**src/rtl/hub75_scan_timer.sv**
```systemverilog
// hub75_scan_timer
//   Scan/timing generator for a HUB75 LED matrix. For every row and every
//   BCM bit plane it shifts COLS pixels, blanks, latches, blanks again, and
//   then lights the row for BASE_CYC<<plane cycles. It also hands out pixel
//   fetch addresses so the RGB pins can be driven externally.
//
//   Ports
//     clock        PLL output clock, all logic on the rising edge
//     reset        synchronous, active high
//     enable       run request, sampled only at a frame boundary
//     col_addr     column currently being shifted
//     row_addr     row whose data is being shifted
//     plane        bit plane currently being shifted
//     pix_req      1-cycle fetch strobe for {row_addr,col_addr,plane}
//     hub_clk      panel shift clock
//     hub_lat      panel latch
//     hub_oe_n     panel output enable, active low
//     hub_row      panel row select (A..E)
//     frame_start  1-cycle pulse with the first pix_req of row 0 / plane 0
//
//   Every output is a register. Each state transition loads the output values
//   for the first cycle of the state being entered, so the pins line up
//   exactly with the state register and never glitch.
module hub75_scan_timer #(
  parameter int COLS       = 64,
  parameter int ROW_BITS   = 5,
  parameter int PLANE_BITS = 3,
  parameter int CLK_HALF   = 2,
  parameter int BLANK_CYC  = 4,
  parameter int LATCH_CYC  = 2,
  parameter int BASE_CYC   = 16
) (
  input  logic                      clock,
  input  logic                      reset,
  input  logic                      enable,
  output logic [$clog2(COLS)-1:0]   col_addr,
  output logic [ROW_BITS-1:0]       row_addr,
  output logic [PLANE_BITS-1:0]     plane,
  output logic                      pix_req,
  output logic                      hub_clk,
  output logic                      hub_lat,
  output logic                      hub_oe_n,
  output logic [ROW_BITS-1:0]       hub_row,
  output logic                      frame_start
);

  localparam int CAW      = $clog2(COLS);
  localparam int PLANES   = 1 << PLANE_BITS;
  // Longest display period; the counter must hold its terminal count, and the
  // length itself must be representable when computing it from plane.
  localparam int DISP_MAX = BASE_CYC << (PLANES - 1);
  localparam int DW       = $clog2(DISP_MAX + 1);
  // The short phase counter serves SHIFT (per column), BLANK and LATCH.
  localparam int CMAX0    = (2 * CLK_HALF > BLANK_CYC) ? 2 * CLK_HALF : BLANK_CYC;
  localparam int CMAX     = (CMAX0 > LATCH_CYC) ? CMAX0 : LATCH_CYC;
  localparam int CW       = $clog2(CMAX);

  typedef enum logic [2:0] {
    IDLE,
    SHIFT,
    BLANK1,
    LATCH,
    BLANK2,
    DISPLAY
  } state_t;

  state_t        state;
  logic [CW-1:0] cnt;
  logic [DW-1:0] dcnt;
  logic [DW-1:0] disp_last;

  // Terminal count of the display phase for the current plane.
  assign disp_last = (DW'(BASE_CYC) << plane) - DW'(1);

  always_ff @(posedge clock) begin
    if (reset) begin
      state       <= IDLE;
      cnt         <= '0;
      dcnt        <= '0;
      col_addr    <= '0;
      row_addr    <= '0;
      plane       <= '0;
      pix_req     <= 1'b0;
      frame_start <= 1'b0;
      hub_clk     <= 1'b0;
      hub_lat     <= 1'b0;
      hub_oe_n    <= 1'b1;
      hub_row     <= '0;
    end else begin
      pix_req     <= 1'b0;
      frame_start <= 1'b0;
      case (state)
        IDLE: begin
          if (enable) begin
            state       <= SHIFT;
            cnt         <= '0;
            col_addr    <= '0;
            row_addr    <= '0;
            plane       <= '0;
            pix_req     <= 1'b1;
            frame_start <= 1'b1;
          end
        end

        // cnt walks 0..2*CLK_HALF-1 within one column: low half, then high half.
        SHIFT: begin
          if (cnt == CW'(2 * CLK_HALF - 1)) begin
            cnt     <= '0;
            hub_clk <= 1'b0;
            if (col_addr == CAW'(COLS - 1)) begin
              state    <= BLANK1;
              col_addr <= '0;
            end else begin
              col_addr <= col_addr + CAW'(1);
              pix_req  <= 1'b1;
            end
          end else begin
            cnt <= cnt + CW'(1);
            if (cnt == CW'(CLK_HALF - 1)) hub_clk <= 1'b1;
          end
        end

        BLANK1: begin
          if (cnt == CW'(BLANK_CYC - 1)) begin
            state   <= LATCH;
            cnt     <= '0;
            hub_lat <= 1'b1;
            hub_row <= row_addr;
          end else begin
            cnt <= cnt + CW'(1);
          end
        end

        LATCH: begin
          if (cnt == CW'(LATCH_CYC - 1)) begin
            state   <= BLANK2;
            cnt     <= '0;
            hub_lat <= 1'b0;
          end else begin
            cnt <= cnt + CW'(1);
          end
        end

        BLANK2: begin
          if (cnt == CW'(BLANK_CYC - 1)) begin
            state    <= DISPLAY;
            cnt      <= '0;
            dcnt     <= '0;
            hub_oe_n <= 1'b0;
          end else begin
            cnt <= cnt + CW'(1);
          end
        end

        DISPLAY: begin
          if (dcnt == disp_last) begin
            dcnt     <= '0;
            hub_oe_n <= 1'b1;
            plane    <= plane + PLANE_BITS'(1);
            if (&plane) row_addr <= row_addr + ROW_BITS'(1);
            // Enable is only honoured here, once the last row/plane is shown.
            if ((&plane) && (&row_addr) && !enable) begin
              state <= IDLE;
            end else begin
              state       <= SHIFT;
              cnt         <= '0;
              col_addr    <= '0;
              pix_req     <= 1'b1;
              frame_start <= (&plane) && (&row_addr);
            end
          end else begin
            dcnt <= dcnt + DW'(1);
          end
        end

        default: begin
          state    <= IDLE;
          hub_clk  <= 1'b0;
          hub_lat  <= 1'b0;
          hub_oe_n <= 1'b1;
        end
      endcase
    end
  end

endmodule
```
**config.mk**
```make
export PLATFORM = sky130hd
export DESIGN_NAME = hub75_scan_timer
export DESIGN_NICKNAME = d
export VERILOG_FILES = /design/src/rtl/hub75_scan_timer.sv
export SDC_FILE = /design/constraint.sdc
export NUM_CORES = 1
export LEC_CHECK = 0
export CAP_MARGIN = 20
export CELL_PAD_IN_SITES_DETAIL_PLACEMENT = 2
export CELL_PAD_IN_SITES_GLOBAL_PLACEMENT = 2
export CORE_MARGIN = 4
export CORE_UTILIZATION = 33
export CTS_CLUSTER_SIZE = 8
export DETAILED_ROUTE_END_ITERATION = 10
export HOLD_SLACK_MARGIN = 0.08
export PLACE_DENSITY = 0.88
export SLEW_MARGIN = 20
export SYNTH_ARGS = -nofsm -noshare
export SYNTH_HDL_FRONTEND = slang
export SYNTH_SLANG_ARGS = --single-unit
```
**constraint.sdc**
```tcl
create_clock -name clock -period 3.8 [get_ports clock]
set_input_delay 0.38 -clock clock [delete_from_list [all_inputs] [get_ports clock]]
set_output_delay 0.38 -clock clock [all_outputs]
set_load 0.02 [all_outputs]
```
# Word-level counts from Yosys, hierarchy flattened
# Cells that the tools add are included.
[word_totals]
register_bits = 41
in_bits = 3
output_inout_bits = 24
elab_cells = 114
[op_classes]
addsub = 6
n_eq_ne = 19
shift = 1
n_mux = 49
bitwise_logic = 3
n_reduce_logical = 24
[op_table]
columns = ["cell", "count"]
rows = [
  ["6-bit 2-to-1 mux", 5],
  ["3-bit 2-to-1 mux", 9],
  ["12-bit 2-to-1 mux", 2],
  ["12-bit case mux with 2 select lines", 1],
  ["2-bit != test, second input constant", 9],
  ["3-bit case mux with 6 select lines", 1],
  ["6-bit case mux with 3 select lines", 1],
  ["5-bit 2-to-1 mux", 3],
  ["1-bit 2-to-1 mux", 14],
  ["12-bit by 1-bit adder with 12-bit output, second input constant", 1],
  ["12-bit == test", 1],
  ["3-bit AND reduction", 4],
  ["5-bit by 3-bit left shift with 12-bit output, first input constant", 1],
  ["12-bit by 2-bit subtractor with 12-bit output, second input constant", 1],
  ["2-bit 2-to-1 mux", 5],
  ["5-bit case mux with 2 select lines", 1],
  ["5-bit AND reduction", 2],
  ["1-bit case mux with 3 select lines", 3],
  ["2-bit case mux with 4 select lines", 1],
  ["4-bit AND reduction", 2],
  ["4-bit OR reduction", 2],
  ["7-bit AND reduction", 1],
  ["6-bit by 1-bit adder with 6-bit output, second input constant", 1],
  ["3-bit by 2-bit == test with 1-bit output, second input constant", 2],
  ["21 further kinds", 29],
]

# Longest topological paths before layout
# Gate-level depths: netlist of run 1.
[logic_depth]
ltp_word = 6
mapped_depth = 13
ltp_nobuf = 11

# Least setup slack after synthesis of run 1
# OpenSTA, ideal clock, no wires.
[synth_timing]
kind = "reg-to-reg"
start = "register plane[0]"
end = "register pix_req"
setup_ns = 0.103
arrival_time_ns = 3.049
required_time_ns = 3.697
slack_ns = 0.648
path_stages_with_launch = 13
n_path_buf = 1
synth_period_minus_slack_ns = 3.152
cell_sequence = "dfxtp_1 -> inv_1 -> ha_1 -> buf_6 -> nand2b_1 -> ha_1 -> or4b_1 -> a32oi_1 -> xor2_1 -> nand2_2 -> or3_1 -> o31a_1 -> a2111oi_2"
[synth_between]
elab_chain_cells = 6
elab_cells_between_ends = 9
cone_classes = "1 x add/sub; 1 x eq/ne; 1 x shift; 3 x mux; 3 x reduce/logical"
[synth_rtl]
columns = ["element", "line", "rtl"]
rows = [
  ["from (decl)", "38", "output logic [PLANE_BITS-1:0] plane,"],
  ["from (signal assigned)", "159", "plane <= plane + PLANE_BITS'(1);"],
  ["branches (longest 4 deep; another with 12-bit by 2-bit subtractor with 12-bit output)", "--", ""],
  ["1-bit 2-to-1 mux *", "156", "if (dcnt == disp_last) begin"],
  ["1-bit case mux with 3 select lines *", "92", "case (state)"],
  ["to (signal assigned)", "90", "pix_req <= 1'b0;"],
  ["to (signal assigned)", "100", "pix_req <= 1'b1;"],
  ["to (signal assigned)", "168", "pix_req <= 1'b1;"],
  ["to (decl)", "39", "output logic pix_req,"],
]
# Mark *: on every way between the ends.
# A chain may end at the register's enable or synchronous reset.

# Worst setup path after layout of run 1
[layout_timing]
start = "register plane[0]"
end = "register row_addr[3]"
[layout_between]
elab_chain_cells = 5
elab_cells_between_ends = 7
cone_classes = "1 x add/sub; 3 x eq/ne; 1 x shift; 2 x reduce/logical"
[layout_rtl]
columns = ["element", "line", "rtl"]
rows = [
  ["5-bit by 3-bit left shift with 12-bit output", "73", "assign disp_last = (DW'(BASE_CYC) << plane) - DW'(1);"],
  ["12-bit by 2-bit subtractor with 12-bit output", "73", ""],
  ["12-bit == test", "156", ""],
  ["2-bit != test (no source line)", "--", ""],
  ["4-bit AND reduction (no source line) *", "--", ""],
  ["to (signal assigned)", "160", "if (&plane) row_addr <= row_addr + ROW_BITS'(1);"],
  ["to (decl)", "37", "output logic [ROW_BITS-1:0] row_addr,"],
]
# Mark *: on every way between the ends. The rest lies on a longest branch, timed or not.

==> results.txt, run 1 <==
Tcrit/Tclk final: 93.41%
Reg2reg setup slack: 0.25 ns
DIE HEIGHT: 93.85 um
Synth top area share: 33.74%
Initial Util: 33.71%
Hold Path End: hub_row[0]$_SDFFE_PP0P_
CP cell instances: inv_1, ha_1, nand2b_1, ha_1, or4b_1, a32oi_1, xor2_1, nand2_2, o31a_1, or4_1, a21oi_1
Sequential share of power: 42.0%
Slew at the pin closest to its max-slew limit: 0.7950 ns
Top FF cell, synth: dfxtp_1
Count leader, synth: dfxtp_1
Clk sink count: 41
Setup crit start kind: flop
Syn Inst Count: 298
RSZ-0062 raised after global routing: false
First-pass GRT wire length: 12860 um
Crit path max fanout: 14
Warnings from Yosys: 0
DR vias/cell: 5.518
IO Count: 27
Overall routed net length: 7745 um
Synth top area cells: dfxtp_1 (34%), ha_1 (7.2%), a21oi_1 (3.9%)
H-tree Lvls: 2
P_leak: 0.001051 uW
Reg2reg path depth: 11
Via count: 2323
Final hold vios: 0
Most frequent cells after synthesis: dfxtp_1 (41), nor2_1 (24), nand2_1 (21), a21oi_1 (19), nand3_1 (19)
Max Clock Freq: 281.7 MHz
Asr flop ratio synth: 0%
Router iterations before antenna repair: 4
Crit. End Element: flop
Post-route ant nets: 0
Wire length per cell: 18.40 um
Peak VDD IR: 0.2498 mV
Overflow after GRT: 0
Post_cts resized: 0
Postcts setup bufs: 0
Post-synth EDFFs: 0
Crit Path Category: reg -> reg
CTS root buffer: clkbuf_8
Final Critical Period: 3.550 ns
Residual DRC: 0
PwrDens: 434.9 mW/mm^2
CTS tree: done
Worst path slowest cell: or4_1
Worst-Skew Late Latency: 0.30 ns
Max cap viols: 0
Net switching power: 460.4 uW
Relative slew slack: 46.93%
Fin cells: 421
Largest stage delay on the critical path: 0.54 ns
Clock Path Buffers: 2
Final core occ: 40.06%
Syn_area_per_cell: 8.162 um^2
WHS Path Cells: 2
Final GP Congestion: 0.8242
Slew Viols, Final: 0
Worst hold start: hub_row[0]$_SDFFE_PP0P_
Layout Nets: 338
P_int: 796.8 uW
Post-synthesis cell area: 0.002432 mm^2
# hold bufs at CTS: 0
Largest net degree at the start of global routing: 34
Initial antenna violation count: 0
Setup_tns: 0 ns
Overall routing resource usage: 18.31%
Final HPWL DP: 5472 um
Iter 0 DRT Violations: 58
FP Rows: 31
Clock slew at reported path FFs: 0.09 ns
R2R Path End: row_addr[3]$_SDFFE_PP0P_
Input/output buffers: 26
Core Footprint: 0.007214 mm^2
Die ar.: 0.008808 mm^2
Switching Share: 36.62%
Comb power frac: 28.3%
Design area: 0.002890 mm^2
Clk pwr share: 29.7%
CTS Buf Count: 5
Yosys top cell by area: dfxtp_1
Final Skew: 0.01351 ns
Setup violators final: 0
Worst Hold Class: reg -> reg
Share of cells above drive strength 1: 4.658%
# diodes: 0
Synth unique cells: 47
Crit-path most repeated cell: ha_1
Outcome: finished, final reports clean
Worst r2r src: plane[0]$_SDFFE_PP0P_
Placed Area: 0.002774 mm^2
Synth-to-Final Area Change: 18.83%
Final hold slack: 0.5111 ns
Vias in the first global route: 2540
Worst Path Required: 4.04 ns
#FFs+latches synth: 41
Data arrival, critical path: 3.79 ns
Syn Nets: 315
Die W: 93.85 um
Placed cells: 412
Seq/Total Area, Yosys: 33.74%
## layout by cell type, fill, tap and decap left out, types with 6 or more instances in the layout
cell              n
dfxtp_1          41
clkdlybuf4s50_1  26
nor2_1           24
nand2_1          21
nand3_1          19
a21oi_1          19
ha_1             14
inv_1            12
o21ai_0          12
nand2b_1          9
mux2i_1           9
xnor2_1           8
nor3_1            8
and3_1            7
nor3b_1           7
xor2_1            7
o21ai_1           7
or3_1             6
a21o_1            6
o31ai_1           6
## flip-flops by register name, indices dropped and copies added (netlist names)
| signal | cells |
|---|---|
| hub_clk | 1 |
| hub_row | 5 |
| pix_req | 1 |
| state | 3 |
| col_addr | 6 |
| hub_lat | 1 |
| frame_start | 1 |
| hub_oe_n | 1 |
| row_addr | 5 |
| cnt | 2 |
| dcnt | 12 |
| plane | 3 |
## worst max-delay path, delay by kind of cell, from the launching register on
kind / cells / cell delay (ns)
and+or+nand+nor: 4 / 1.33
AOI/OAI and AO/OA: 3 / 0.88
adders and majority gates: 2 / 0.58
DFF: 1 / 0.38
xor gates and xnor gates: 1 / 0.21
buffers and inverters: 1 / 0.11
## cell families (layout without fill, tap and decap cells)
group | count (synthesis) | count (layout) | synth area share, %
xor+xnor | 15 | 15 | 5.401
fa+ha+maj | 14 | 14 | 7.202
buf+inv | 25 | 49 | 4.218
flops | 41 | 41 | 33.74
compound gates | 77 | 77 | 20.47
simple gates | 117 | 117 | 25.26
mux | 9 | 9 | 3.704
## final cells by class
| class | instances | area, um^2 |
|---|---|---|
| clock buffer | 6 | 72.57 |
| multi-input combinational | 232 | 1509 |
| clock inverter | 2 | 38.79 |
| fill | 860 | 4324 |
| tap | 99 | 123.9 |
| timing repair buffer | 29 | 280.3 |
| inverter | 12 | 45.04 |
| sequential | 41 | 820.8 |
## power groups by stage
stage	sequential, uW	clock (uW)	combinational [uW]
2_1_floorplan	517	0	246
3_3_place_gp	533	0	333
3_5_place_dp	537	0	354
4_1_cts	527	378	358
5_1_grt	537	396	399
6_report	528	374	355
## routing by layer
| layer | up-vias | track usage [%] | wire length [um] |
|---|---|---|---|
| met5 | - | 0 | 0 |
| met4 | 0 | 5.295 | 94 |
| met3 | 9 | 2.885 | 117 |
| met2 | 17 | 32.29 | 4000 |
| met1 | 1168 | 22.84 | 3532 |
| li1 | 1129 | - | - |
## metrics by stage
step	power [uW]	setup WS [ns]
floorplan	763.6	0.6478
global placement	865.7	0.5780
detailed placement	890.6	0.3238
CTS	1263	0.2817
global route	1331	0.02971
finish	1257	0.2503
## how the worst max path moves through the flow
stage / from / cells after the start / endpoint
2_1_floorplan: plane[0]$_SDFFE_PP0P_ / 12 / pix_req$_SDFF_PP0_
3_3_place_gp: plane[0]$_SDFFE_PP0P_ / 11 / row_addr[3]$_SDFFE_PP0P_
3_5_place_dp: plane[0]$_SDFFE_PP0P_ / 11 / row_addr[3]$_SDFFE_PP0P_
4_1_cts: plane[0]$_SDFFE_PP0P_ / 11 / row_addr[3]$_SDFFE_PP0P_
5_1_grt: plane[0]$_SDFFE_PP0P_ / 11 / row_addr[3]$_SDFFE_PP0P_
6_report: plane[0]$_SDFFE_PP0P_ / 11 / row_addr[3]$_SDFFE_PP0P_
No activity file was read; power rests on OpenSTA's default activity.
==> run 2: changes to the inputs <==
Settings changed: GPL_TIMING_DRIVEN set to 0.
==> run 2 against run 1 <==
Net effect: via count up 1.9%; final cell count up 2.1%; setup slack better by 0.15 ns; die area unchanged; power up 5.0%; sequential share of layout area down 0.48 points; cell area up 1.7%; sequential power down 5.9%; critical endpoint is now pix_req$_SDFF_PP0_; highest routed layer unchanged.
==> results.txt, run 2 (synthesis results as in run 1) <==
CTS tree: done
Wire length per cell: 18.30 um
P_int: 864.3 uW
Via count: 2367
Worst-Skew Late Latency: 0.30 ns
Iter 0 DRT Violations: 104
Worst hold start: hub_oe_n$_SDFFE_PP1P_
CTS Buf Count: 5
Crit-path most repeated cell: ha_1
Clk sink count: 41
Final core occ: 40.76%
Data arrival, critical path: 3.58 ns
Critical path origin: plane[0]$_SDFFE_PP0P_
Final Critical Period: 3.395 ns
Largest stage delay on the critical path: 0.44 ns
Setup violators final: 0
Core Footprint: 0.007214 mm^2
CTS root buffer: clkbuf_8
# hold bufs at CTS: 0
Comb power frac: 30.4%
Post_cts resized: 0
Placed cells: 422
Initial antenna violation count: 0
Slew Viols, Final: 0
Post-route ant nets: 0
Reg2reg path depth: 12
H-tree Lvls: 2
Worst Path Required: 3.99 ns
DR vias/cell: 5.505
Reg2reg setup slack: 0.41 ns
Vias in the first global route: 2616
P_leak: 0.001068 uW
Relative slew slack: 26.83%
Clock Path Buffers: 2
Overall routed net length: 7870 um
Outcome: finished, final reports clean
Residual DRC: 0
Largest register FFs: 12
Setup crit start kind: flop
Worst path slowest cell: or4b_1
CP Capture Point: pix_req$_SDFF_PP0_
First-pass GRT wire length: 13280 um
Fillers: 864
Max cap viols: 0
Crit. End Element: flop
Overall routing resource usage: 19.01%
Largest net degree at the start of global routing: 14
Net switching power: 455.1 uW
FF/Latch Area: 820.8 um^2
Sequential share of power: 37.6%
Setup_tns: 0 ns
Final HPWL DP: 5842 um
Initial Util: 33.71%
RSZ-0062 raised after global routing: false
Final Skew: 0.009337 ns
Share of cells above drive strength 1: 4.532%
Layout Nets: 347
Tcrit/Tclk final: 89.34%
Final GP Congestion: 0.8248
Router iterations before antenna repair: 4
FP Rows: 31
Postcts setup bufs: 0
PwrDens: 448.7 mW/mm^2
Multi-input gate area: 0.001509 mm^2
Overflow after GRT: 0
Worst r2r src: plane[0]$_SDFFE_PP0P_
Input/output buffers: 25
Most common cell after layout, fill and taps aside: dfxtp_1
Max Clock Freq: 294.6 MHz
Pre-CTS WS: 0.3851 ns
Clock slew at reported path FFs: 0.08 ns
IO Count: 27
Clk pwr share: 32.0%
Crit path max fanout: 8
Fin cells: 430
DIE HEIGHT: 93.85 um
Commonest cells after routing, fill and taps aside: dfxtp_1 (41), clkdlybuf4s50_1 (25), nor2_1 (24)
Crit Path Category: reg -> reg
Synth-to-Final Area Change: 20.88%
CP cell instances: inv_1, ha_1, buf_6, nand2b_1, ha_1, or4b_1, a32oi_1, xor2_1, nand2_2, or3_1, o31a_1, a2111oi_2
Die W: 93.85 um
Top flop regs: dcnt x12, col_addr x6
Largest reg by FF count: dcnt
Peak VDD IR: 0.2039 mV
Switching Share: 34.49%
Worst Hold Class: reg -> reg
Slew at the pin closest to its max-slew limit: 1.088 ns
R2R Path End: pix_req$_SDFF_PP0_
Final hold vios: 0
# diodes: 0
Die ar.: 0.008808 mm^2
Final WS setup: 0.4053 ns
[run 2: final cells by class]
type | count | share of cell area [%]
multi-input combinational | 232 | 51.32
sequential | 41 | 27.91
timing repair buffer | 25 | 8.511
tap | 99 | 4.213
clock buffer | 5 | 2.340
clock inverter | 3 | 2.213
buffer | 13 | 1.957
inverter | 12 | 1.532
[run 2: metrics by stage]
stage                     power (uW)  hold WS (ns)  cell area (um^2)
after CTS                       1328        0.5120              2940
after detailed placement       900.1        0.4835              2806
after floorplan                763.6        0.4613              2432
after global routing            1406        0.5431              2940
final                           1319        0.5028              2940
after global placement         877.5        0.4757              2806
[run 2: routing by layer]
| metal | share of wire [%] | GRT usage, % | up-vias |
|---|---|---|---|
| met5 | 0 | 0 | - |
| met4 | 2.0 | 6.258 | 0 |
| met3 | 2.3 | 2.965 | 15 |
| met2 | 50 | 33.83 | 31 |
| met1 | 45 | 23.19 | 1174 |
| li1 | - | - | 1147 |
[run 2: worst min path at each step]
| stage | endpoint | slack (ns) | cells after the start |
|---|---|---|---|
| after floorplan | dcnt[3]$_SDFFE_PP0P_ | 0.46 | 2 |
| after global placement | dcnt[3]$_SDFFE_PP0P_ | 0.48 | 2 |
| after detailed placement | hub_oe_n$_SDFFE_PP1P_ | 0.48 | 2 |
| after CTS | hub_oe_n$_SDFFE_PP1P_ | 0.51 | 2 |
| after global routing | dcnt[3]$_SDFFE_PP0P_ | 0.54 | 2 |
| final | hub_oe_n$_SDFFE_PP1P_ | 0.50 | 2 |
[run 2: power groups by stage]
stage | logic (uW) | registers (uW) | clock network (uW)
3_3_place_gp | 373 | 504 | 0
4_1_cts | 401 | 497 | 430
3_5_place_dp | 393 | 507 | 0
5_1_grt | 450 | 503 | 452
6_report | 401 | 497 | 422
2_1_floorplan | 246 | 517 | 0
[run 2: worst max-delay path: cells and delay by family, from the launching register on]
| family | cells | cell delay [ns] |
|---|---|---|
| AND/OR/NAND/NOR | 4 | 1.11 |
| AO/OA/AOI/OAI | 3 | 0.87 |
| adder cells (fa/ha/maj) | 2 | 0.45 |
| flip-flops | 1 | 0.38 |
| buffers and inverters | 2 | 0.24 |
| XOR/XNOR | 1 | 0.21 |
